===== src/rtl/bcd_counter4_pkg.sv =====
// Shared constants and helpers for the four-digit BCD counter and its digit cells.
package bcd_counter4_pkg;

    localparam int DIGIT_W = 4;
    localparam int BCD_DIGITS = 4;
    localparam logic [DIGIT_W-1:0] BCD_MAX = 4'd9;

    typedef logic [DIGIT_W-1:0] digit_t;

    // Out-of-range load digits saturate so a digit can never leave 0..9.
    function automatic digit_t clampDigit(input digit_t value);
        return (value > BCD_MAX) ? BCD_MAX : value;
    endfunction

endpackage


===== src/rtl/bcd_counter4_if.sv =====
// Control and display bus between the board controls and the BCD counter.
interface bcd_counter4_if;
    import bcd_counter4_pkg::*;

    logic                          en;
    logic                          up;
    logic                          load;
    logic [BCD_DIGITS*DIGIT_W-1:0] load_val;
    logic [BCD_DIGITS*DIGIT_W-1:0] bcd;
    logic                          carry;

    modport master (
        output en,
        output up,
        output load,
        output load_val,
        input  bcd,
        input  carry
    );

    modport slave (
        input  en,
        input  up,
        input  load,
        input  load_val,
        output bcd,
        output carry
    );

endinterface


===== src/rtl/bcd_counter4_digit.sv =====
// One registered BCD digit with ripple carry/borrow, chained four times by the top level.
module bcd_digit
    import bcd_counter4_pkg::*;
(
    input  logic   clk,
    input  logic   reset,
    input  logic   ld,
    input  digit_t ld_val,
    input  logic   step_in,
    input  logic   up,
    output digit_t q,
    output logic   step_out
);

    digit_t digit_q;
    digit_t digit_d;

    // The ripple passes on only when this digit is about to wrap in the current direction.
    assign step_out = step_in && (up ? (digit_q == BCD_MAX) : (digit_q == '0));
    assign q        = digit_q;

    always_comb begin
        digit_d = digit_q;
        if (ld) begin
            digit_d = clampDigit(ld_val);
        end else if (step_in) begin
            if (up) begin
                digit_d = (digit_q >= BCD_MAX) ? '0 : digit_q + 4'd1;
            end else begin
                digit_d = (digit_q == '0 || digit_q > BCD_MAX) ? BCD_MAX : digit_q - 4'd1;
            end
        end
    end

    always_ff @(posedge clk) begin
        if (reset) begin
            digit_q <= '0;
        end else begin
            digit_q <= digit_d;
        end
    end

endmodule


===== src/rtl/bcd_counter4.sv =====
// Four-digit BCD up/down counter with prescaler, parallel load and wrap pulse.
module bcd_counter4
    import bcd_counter4_pkg::*;
#(
    parameter int TICK_DIV = 1
) (
    input logic                clk,
    input logic                reset,
    bcd_counter4_if.slave      bus
);

    localparam int PW = (TICK_DIV > 1) ? $clog2(TICK_DIV) : 1;
    localparam logic [PW-1:0] PRESC_LAST = PW'(TICK_DIV - 1);

    logic [PW-1:0]         prescQ;
    logic [PW-1:0]         prescD;
    logic                  carryQ;
    logic                  carryD;
    logic                  stepNow;
    logic [BCD_DIGITS:0]   ripple;
    digit_t                digitQ [BCD_DIGITS];

    // A load in the same cycle swallows the step so the loaded value is not disturbed.
    assign stepNow   = bus.en && !bus.load && (prescQ == PRESC_LAST);
    assign ripple[0] = stepNow;

    for (genvar i = 0; i < BCD_DIGITS; i++) begin : g_digit
        bcd_digit uDigit (
            .clk      (clk),
            .reset    (reset),
            .ld       (bus.load),
            .ld_val   (bus.load_val[i*DIGIT_W +: DIGIT_W]),
            .step_in  (ripple[i]),
            .up       (bus.up),
            .q        (digitQ[i]),
            .step_out (ripple[i+1])
        );
        assign bus.bcd[i*DIGIT_W +: DIGIT_W] = digitQ[i];
    end

    always_comb begin
        prescD = prescQ;
        carryD = 1'b0;
        if (bus.load) begin
            prescD = '0;
        end else if (bus.en) begin
            prescD = (prescQ == PRESC_LAST) ? '0 : prescQ + 1'b1;
            carryD = ripple[BCD_DIGITS];
        end
    end

    always_ff @(posedge clk) begin
        if (reset) begin
            prescQ <= '0;
            carryQ <= 1'b0;
        end else begin
            prescQ <= prescD;
            carryQ <= carryD;
        end
    end

    assign bus.carry = carryQ;

endmodule


===== src/flat_wrapper.sv =====
// flat-port wrapper written by rule: the top's interface ports become plain ports
module bcd_counter4_flat import bcd_counter4_pkg::*;
#(
    parameter int TICK_DIV = 1
)
  (clk, reset, bus_en, bus_up, bus_load, bus_load_val, bus_bcd, bus_carry);
  bcd_counter4_if bus_i ();
  input logic clk;
  input logic reset;
  input wire logic [$bits(bus_i.en)-1:0] bus_en;
  input wire logic [$bits(bus_i.up)-1:0] bus_up;
  input wire logic [$bits(bus_i.load)-1:0] bus_load;
  input wire logic [$bits(bus_i.load_val)-1:0] bus_load_val;
  output wire logic [$bits(bus_i.bcd)-1:0] bus_bcd;
  output wire logic [$bits(bus_i.carry)-1:0] bus_carry;
  assign bus_i.en = bus_en;
  assign bus_i.up = bus_up;
  assign bus_i.load = bus_load;
  assign bus_i.load_val = bus_load_val;
  assign bus_bcd = bus_i.bcd;
  assign bus_carry = bus_i.carry;
  bcd_counter4 #(.TICK_DIV(TICK_DIV)) u_core (.clk(clk), .reset(reset), .bus(bus_i));
endmodule

===== config.mk =====
export PLATFORM = sky130hd
export DESIGN_NAME = bcd_counter4_flat
export DESIGN_NICKNAME = d
export VERILOG_FILES = /design/src/rtl/bcd_counter4_pkg.sv /design/src/rtl/bcd_counter4_if.sv /design/src/rtl/bcd_counter4_digit.sv /design/src/rtl/bcd_counter4.sv /design/src/flat_wrapper.sv
export SDC_FILE = /design/constraint.sdc
export NUM_CORES = 1
export LEC_CHECK = 0
export ABC_CLOCK_PERIOD_IN_PS = 2200
export CORE_ASPECT_RATIO = 0.6
export CORE_MARGIN = 8
export CORE_UTILIZATION = 45
export DETAILED_ROUTE_END_ITERATION = 6
export PLACE_DENSITY_LB_ADDON = 0.1
export SLEW_MARGIN = 20
export SYNTH_ARGS = -nofsm -noshare
export SYNTH_HDL_FRONTEND = slang
export SYNTH_SLANG_ARGS = --single-unit

===== constraint.sdc =====
create_clock -name clk -period 2.2 [get_ports clk]
set_clock_uncertainty 0.2 [all_clocks]
set_input_delay 0.44 -clock clk [delete_from_list [all_inputs] [get_ports clk]]
set_output_delay 0.44 -clock clk [all_outputs]
set_load 0.01 [all_outputs]

Word-level counts from Yosys, hierarchy flattened
Index checks and enable logic that the tools add are counted.
{"block": "op_classes", "addsub": 9, "magnitude_cmp": 12, "n_eq_ne": 4, "muxes": 29, "n_bitwise": 2, "n_reduce_logical": 21}
{"operator": "4-bit two-way mux", "count": 24}
{"operator": "4-bit greater-than comparator, second input constant", "count": 8}
{"operator": "4-bit by 1-bit adder with 4-bit output, second input constant", "count": 4}
{"operator": "4-bit equality test, second input constant", "count": 4}
{"operator": "4-bit >= comparator, second input constant", "count": 4}
{"operator": "4-bit logical NOT", "count": 4}
{"operator": "4-bit by 1-bit subtractor with 4-bit output, second input constant", "count": 4}
{"operator": "2-bit nonzero test", "count": 4}
{"operator": "1-bit logical AND", "count": 6}
{"operator": "1-bit two-way mux", "count": 5}
{"operator": "1-bit logical OR", "count": 4}
{"operator": "3-bit OR reduction", "count": 1}
{"operator": "1-bit inverter", "count": 2}
{"operator": "2-bit OR reduction", "count": 1}
{"operator": "1-bit adder, second input constant", "count": 1}
{"operator": "1-bit logical NOT", "count": 1}
{"block": "totals", "ff_bits": 18, "inputBits": 21, "out_inout_bits": 17, "wordCells": 83}

Longest topological paths before layout
Gate-level depths: netlist (run 1).
{"block": "depth", "depth_word": 8, "ltp_mapped": 7, "mapped_depth_nobuf": 7}

Modules after synthesis
A second synthesis (run 1) with hierarchy kept.
{"block": "unflattened", "cells_unflattened": 219, "hier_area_um2": 1687.9}
{"mod": "bcd_digit", "n_inst": 4, "cells_each": 54, "area_per_inst_um2": 411.6, "seq_area_each_um2": 80.1}
{"mod": "bcd_counter4", "n_inst": 1, "cells_each": 3, "area_per_inst_um2": 41.3, "seq_area_each_um2": 20.0}

Worst setup path before layout (run 1)
Ideal clock, no wire load.
{"block": "synth_path", "path_kind": "register to register", "startpoint": "register u_core.g_digit[1].uDigit.digit_q[0]", "endpoint": "register u_core.g_digit[2].uDigit.digit_q[3]", "setup_ps": 145, "arrival_ps": 1907, "required_time_ps": 1855, "path_slack_ps": -52, "stages_incl_launch_ff": 8, "path_buffers": 0, "period_less_slack_ps": 2252, "cell_sequence": "dfxtp_1 -> inv_1 -> ha_1 -> or3b_2 -> a21oi_1 -> nand2_1 -> a2111oi_0 -> a221oi_1"}
{"block": "synth_via", "elab_chain_len": 4, "elab_cells_between_ends": 5, "classes_between": "1 x eq/ne; 1 x mux; 3 x reduce/logical"}
{"item": "start: declaration", "line_no": "bcd_counter4_digit.sv:15", "text": "digit_t digit_q;"}
{"item": "start signal: assignment", "line_no": "bcd_counter4_digit.sv:39", "text": "digit_q <= digit_d;"}
{"item": "4-bit equality test or 4-bit logical NOT (tied branches)", "line_no": "bcd_counter4_digit.sv:19", "text": "assign step_out = step_in && (up ? (digit_q == BCD_MAX) : (digit_q == '0));"}
{"item": "1-bit two-way mux *", "line_no": "bcd_counter4_digit.sv:19"}
{"item": "1-bit logical AND *", "line_no": "bcd_counter4_digit.sv:19"}
{"item": "2-bit nonzero test (no line) *"}
{"item": "end signal: assignment", "line_no": "bcd_counter4_digit.sv:39"}
{"item": "end: declaration", "line_no": "bcd_counter4_digit.sv:15"}
Every way passes the cells marked *; elsewhere a longest branch is shown, timed or not.
A chain may end at the register's enable or synchronous reset.

Worst setup path in the final report (run 1)
{"block": "layout_path", "startpoint": "register u_core.g_digit[0].uDigit.digit_q[1]", "endpoint": "register u_core.g_digit[1].uDigit.digit_q[2]"}
{"block": "layout_via", "elab_chain_len": 4, "elab_cells_between_ends": 5, "classes_between": "1 x eq/ne; 1 x mux; 3 x reduce/logical"}
{"item": "start: declaration", "line_no": "bcd_counter4_digit.sv:15"}
{"item": "start signal: assignment", "line_no": "bcd_counter4_digit.sv:39"}
{"item": "4-bit equality test or 4-bit logical NOT (tied branches)", "line_no": "bcd_counter4_digit.sv:19"}
{"item": "1-bit two-way mux *", "line_no": "bcd_counter4_digit.sv:19"}
{"item": "1-bit logical AND *", "line_no": "bcd_counter4_digit.sv:19"}
{"item": "2-bit nonzero test (no line) *"}
Marked as above.

==> summary.md, run 1 <==
| Metric | Value |
|---|---|
| # port buffers | 37 |
| CP top delay family | simple AND/OR/NAND/NOR gates |
| Final core occ | between 60% and 70% |
| Endpoints failing hold | 0 |
| Remaining global-route overflow | 0 |
| Initial antenna violation count | 0 |
| RR Startpoint | u_core.g_digit[0].uDigit.q[1] |
| Total track usage | about 16% |
| Most common cell after layout, fill and taps aside | clkdlybuf4s50_1 |
| Pwr Density | 433 mW/mm^2 |
| Status | complete, no violations |
| Top_reg_cell synth | dfxtp_1 |
| Total CTS buffers | 3 |
| Worst Path Max Fanout | 5 |
| Htree depth | 1 |
| Hold Path Class | reg -> reg |
| Detailed-route DRC error count | 0 |
| Clk_lat worst skew | 0.26 ns |
| Post-synth top area share | 19.9% |
| Final Cycle Share | 98.5% |
| Vias | 1965 |
| # IOs | 38 |
| Measured slew at the worst slew-check pin | 0.399 ns |
| Slowest stage cell, crit path | or4b_4 |
| Netlist Area Pre-Place | 0.00171 mm^2 |
| Critical Path, Cell by Cell | inv_2, ha_4, or4b_4, a21bo_4, or4_4, a21oi_2 |
| Slew headroom | 73.4% |
| Leading cell types in the layout, fill and taps excluded | clkdlybuf4s50_1 (36), buf_4 (31), nor2_1 (22), o21ai_0 (18), inv_1 (16) |
| Final setup viols | 0 |
| # Post-CTS Setup Buffers | 0 |
| Post-synth net total | 272 |
| Post-synth top area cell | dfxtp_1 |
| Die Ht | around 64 um |
| EDFF count, synth | 0 |
| Max incr delay on CP | 0.50 ns |
| CP bufs+invs | 1 |
| Power consumption | 1.07 mW |
| DR iter-0 viols | 106 |
| CTS Root Cell | clkbuf_8 |
| Routed len/inst | 14.8 um |
| First-pass GRT wire length | ~8.1 mm |
| Max Clk Rate | 0.462 GHz |
| Drt pass-1 iters | 5 |
| Vias in the first global route | between 1500 and 2000 |
| Routability cong. | 0.882 |
| Worst-case clock buffer depth | 2 |
| Critical path data arrival time | 2.16 ns |
| Final worst slack | 0.0334 ns |
| DRT antenna net count | 0 |
| Row count | 17 |
| Crit Path Class | reg -> reg |
| Peak VDD IR | between 0.0002 and 0.0003 V |
| YS warnings | 0 |
| Layout Nets | 329 |
| Area Overhead vs Synth | 44.2% |
| CTS clk-pin slew, worst paths | 0.07 ns |
| Post-synthesis cell count | 238 |
| Dpl ws | -0.373 ns |
| RSZ-0062 raised after global routing | yes |
| CTS tree | built |
| Beginning of the worst hold path | u_core.g_digit[3].uDigit.q[1] |
| Max cap viols | 0 |
| Post-synth cell types | 54 |
| Num Clock Sinks | 17 |
| Die W | 95.7 um |
| Vias/cell | 5.76 |
| Fin crit period | 2.17 ns |
| Synth top area cells | dfxtp_1 (20%), ha_1 (9.5%), o21ai_0 (5.3%), nor2_1 (4.8%), a21oi_1 (4.7%) |
| Worst Setup End Kind | register |
| Fraction of registers with async set/reset | 0% |
| ANT cells | 0 |
| Final wirelength | between 5 and 6 mm |
| Largest net degree at the start of global routing | 25 |
| Layout cell share with drive strength beyond 1 | 20.4% |
| R2R setup slack | about 0.033 ns |
| Final-report max-slew violation count | 0 |
| P_leak | 0.959 nW |
| Final HPWL DP | 3.78 mm |
| Setup crit start | u_core.g_digit[0].uDigit.q[1] |
| Area of the core | ~0.0037 mm^2 |
| CP required | 2.19 ns |
| Sequential share of the synthesized area | 19.9% |
| Mean Syn Cell Area | 7.20 um^2 |
| Starting Density | 46.9% |
| CP Launch Type | register |
| Die ar. | 0.00610 mm^2 |
| Yosys reg bits | 17 |
| Hold WS | just over 0.4 ns |
[tightest hold or removal path, stage by stage, from the launching register on]
cell and delay, ns:
dfxtp_1 0.36, nor2_1 0.15, a211oi_2 0.06
[registers in the layout (all words and copies together) (netlist names)]
| name | flops |
|---|---|
| u_core.bus.carry | 1 |
| u_core.g_digit.uDigit.q | 16 |
[cell type report]
| cell class | count | area, um^2 |
|---|---|---|
| tap | 47 | 58.8 |
| inverter | 18 | 67.6 |
| fill | 320 | 1190 |
| sequential | 17 | 343 |
| clock buffer | 4 | 45.0 |
| multi-input combinational | 186 | 1350 |
| timing repair buffer | 69 | 613 |
[report_power, final]
part           switching, mW  internal (mW)  leakage, nW
clock                  0.111          0.129       0.0228
combinational          0.230          0.243        0.796
sequential            0.0291          0.330        0.141
total                  0.370          0.702        0.959
[cells in the mapped netlist (all sizes together) (4+ instances only)]
cell    count
nand2      14
a221oi      5
a211oi      6
a211o       4
inv        18
o21bai      4
a31oi       6
nor2       22
ha         13
clkbuf     12
buf         5
nand3       6
nor3        7
o21ai      18
nand2b      7
a21oi      17
dfxtp      17
nor3b       6
[logic make-up after synthesis]
group                    Yosys count  synth area share [%]
AND/OR/NAND/NOR                   84                  26.4
multiplexers                       2                  1.17
flip-flops                        17                  19.9
AO/OA/AOI/OAI                     87                  35.2
buffers and inverters             35                  7.96
adder cells (fa/ha/maj)           13                  9.49
[stage by stage]
stage          area, um^2  setup TNS, ns  instances
2_1_floorplan        1730              0        238
3_3_place_gp         2330          -3.40        337
3_5_place_dp         2330          -3.98        337
4_1_cts              2390              0        341
5_1_grt              2470        -0.0733        341
6_report             2470              0        341
[routing by layer]
layer | track usage [%] | wire (um) | vias up
met3 | 4.78 | 457 | 4
li1 | - | - | 1004
met4 | 1.71 | 19 | 0
met1 | 24.0 | 2510 | 886
met2 | 21.9 | 2060 | 71
met5 | 0 | 0 | -
[timing repair]
item | CTS | global route
gates cloned | 0 | 0
endpoints found under the setup margin | 11 | 13
hold buffers | 0 | 0
hold endpoints to repair | 0 | 0
gates resized for setup | 7 | 18
pin swaps | 1 | 5
[path summary, 6_finish.rpt]
check / end / cells after the start
max: u_core.g_digit[1].uDigit.q[2] / 6
min: u_core.g_digit[3].uDigit.q[1] / 2
min reg2reg: u_core.g_digit[3].uDigit.q[1] / 2
max reg2reg: u_core.g_digit[1].uDigit.q[2] / 6
Power figures use the tool's default switching activity.
==> run 2: changes to the inputs <==
--- a/config.mk
+++ b/config.mk
@@ -8,7 +8,7 @@
 export ABC_CLOCK_PERIOD_IN_PS = 2200
 export CORE_ASPECT_RATIO = 0.6
 export CORE_MARGIN = 8
-export CORE_UTILIZATION = 45
+export CORE_UTILIZATION = 30
 export DETAILED_ROUTE_END_ITERATION = 6
 export PLACE_DENSITY_LB_ADDON = 0.1
 export SLEW_MARGIN = 20
==> summary.md, run 2 (same netlist as run 1, synthesis figures left out) <==
| Metric | Value |
|---|---|
| Clk_lat worst skew | 0.25 ns (was 0.26 ns) |
| R2R depth | 6 (unchanged) |
| Hold WS | 0.345 ns (was 0.415 ns) |
| Remaining global-route overflow | 0 (unchanged) |
| Max Clk Rate | 0.465 GHz (was 0.462 GHz) |
| Routed len/inst | 14.0 um (was 14.8 um) |
| Die ar. | 0.00847 mm^2 (was 0.00610 mm^2) |
| Detailed-route DRC error count | 0 (unchanged) |
| Crit Path Class | reg -> reg (unchanged) |
| CTS clk-pin slew, worst paths | 0.07 ns (about the same) |
| Final setup viols | 0 (unchanged) |
| Final HPWL DP | 4.06 mm (was 3.78 mm) |
| Final-report max-slew violation count | 0 (unchanged) |
| Critical path data arrival time | 2.14 ns (was 2.16 ns) |
| Area Overhead vs Synth | 45.3% (was 44.2%) |
| Die Ht | 74.6 um (was 63.8 um) |
| Power consumption | 1.07 mW (about the same) |
| DRT antenna net count | 0 (unchanged) |
| Max reg flops | 16 (unchanged) |
| Endpoints failing hold | 0 (unchanged) |
| Setup crit start | u_core.g_digit[0].uDigit.q[1] (unchanged) |
| Initial antenna violation count | 0 (unchanged) |
| R2R setup slack | 0.05 ns (was 0.03 ns) |
| Hold Path Class | reg -> reg (unchanged) |
| DR iter-0 viols | 118 (was 106) |
| Most common cell after layout, fill and taps aside | clkdlybuf4s50_1 (unchanged) |
| Layout Nets | 330 (was 329) |
| Num Clock Sinks | 17 (unchanged) |
| Peak VDD IR | 0.000229 V (was 0.000276 V) |
| Hold Path Sink | u_core.g_digit[3].uDigit.q[1] (unchanged) |
| Starting Density | 30.9% (was 46.9%) |
| Largest net degree at the start of global routing | 25 (unchanged) |
| CTS Root Cell | clkbuf_8 (unchanged) |
| Placed Area | 0.00238 mm^2 (was 0.00233 mm^2) |
| ANT cells | 0 (unchanged) |
| Fin crit period | 2.15 ns (was 2.17 ns) |
| Slew headroom | 74.9% (was 73.4%) |
| Final Cycle Share | 97.7% (was 98.5%) |
| Reg-to-reg endpoint | u_core.g_digit[1].uDigit.q[2] (unchanged) |
| RR Startpoint | u_core.g_digit[0].uDigit.q[1] (unchanged) |
| Hold Path Cell Cnt | 2 (unchanged) |
| CTS tree | built (unchanged) |
| Max cap viols | 0 (unchanged) |
| Die W | 114 um (was 95.7 um) |
| Row count | 21 (was 17) |
| # port buffers | 37 (unchanged) |
| # IOs | 38 (unchanged) |
| Hold_buf cts | 0 (unchanged) |
| Status | complete, no violations (unchanged) |
| # Post-CTS Setup Buffers | 0 (unchanged) |
| Vias | 1954 (was 1965) |
| Drt pass-1 iters | 4 (was 5) |
| Total CTS buffers | 3 (unchanged) |
| Finished layout cell area | 0.00249 mm^2 (was 0.00247 mm^2) |
| CP Launch Type | register (unchanged) |
| First-pass GRT wire length | 8.57 mm (was 8.15 mm) |
| Area of the core | 0.00554 mm^2 (was 0.00366 mm^2) |
| Measured slew at the worst slew-check pin | 0.376 ns (was 0.399 ns) |
| Leading cell types in the layout, fill and taps excluded | clkdlybuf4s50_1 (36), buf_4 (32), nor2_1 (22), o21ai_0 (18), inv_1 (16) (was clkdlybuf4s50_1 (36), buf_4 (31), nor2_1 (22), o21ai_0 (18), inv_1 (16)) |
| Pwr Density | 430 mW/mm^2 (was 433 mW/mm^2) |
| Layout cell share with drive strength beyond 1 | 20.7% (was 20.4%) |
| RSZ-0062 raised after global routing | yes (unchanged) |
| P_leak | 0.953 nW (was 0.959 nW) |
| Post-route setup TNS | 0 ns (unchanged) |
| Vias in the first global route | 1742 (was 1711) |
| Worst Setup End Kind | register (unchanged) |
| Routability cong. | 0.805 (was 0.882) |
| Worst-case clock buffer depth | 2 (unchanged) |
| CP required | 2.19 ns (about the same) |
| Vias/cell | 5.21 (was 5.76) |
| Beginning of the worst hold path | u_core.g_digit[3].uDigit.q[1] (unchanged) |
| Worst Path Max Fanout | 5 (unchanged) |
| Final wirelength | 5.24 mm (was 5.04 mm) |
| Total track usage | 12.3% (was 15.9%) |
| Htree depth | 1 (unchanged) |
## run 2: how the worst max path moves through the flow
stage               depth (start not counted)                             to
floorplan                                   6  u_core.g_digit[1].uDigit.q[2]
global placement                            6  u_core.g_digit[3].uDigit.q[0]
detailed placement                          7  u_core.g_digit[3].uDigit.q[0]
CTS                                         6  u_core.g_digit[1].uDigit.q[2]
global route                                8  u_core.g_digit[2].uDigit.q[3]
finish                                      6  u_core.g_digit[1].uDigit.q[2]
## run 2: area by class of cell
type | count | area (um^2)
fill | 570 | 3050
multi-input combinational | 186 | 1310
timing repair buffer | 70 | 621
sequential | 17 | 344
tap | 80 | 100
inverter | 18 | 67.6
clock buffer | 4 | 45.0
## run 2: metrics by stage
step / util [%] / setup slack (ns) / std cells
5_1_grt: 44.9 / -0.0846 / 375
4_1_cts: 43.9 / 0.00727 / 375
3_5_place_dp: 42.9 / -0.459 / 371
3_3_place_gp: 42.9 / -0.351 / 371
6_report: 44.9 / 0.0505 / 375
2_1_floorplan: - / 0.0219 / 238
## run 2: metal layers
layer	global-route usage, %	vias up	share of wire (%)
met3	3.81	4	5.7
met2	17.4	45	39
met1	18.0	893	55
met4	1.32	0	0.71
li1	-	1012	-
met5	0	-	0
## run 2: report_power, final
group	leakage (nW)	internal, mW	switching [mW]
clock network	0.0228	0.129	0.112
registers	0.141	0.330	0.0287
logic	0.788	0.245	0.227
## run 2: worst max-delay path, stage by stage (launching register included)
cell and delay, ns:
dfxtp_2 0.33, inv_2 0.07, ha_4 0.13, or4b_4 0.48
a21bo_4 0.25, or4_4 0.48, a21oi_2 0.13
## run 2: timing repair
| action | in CTS | in global routing |
|---|---|---|
| resized for setup | 7 | 16 |
| gates cloned | 0 | 0 |
| setup endpoints to repair | 11 | 14 |
| pin swaps | 3 | 4 |
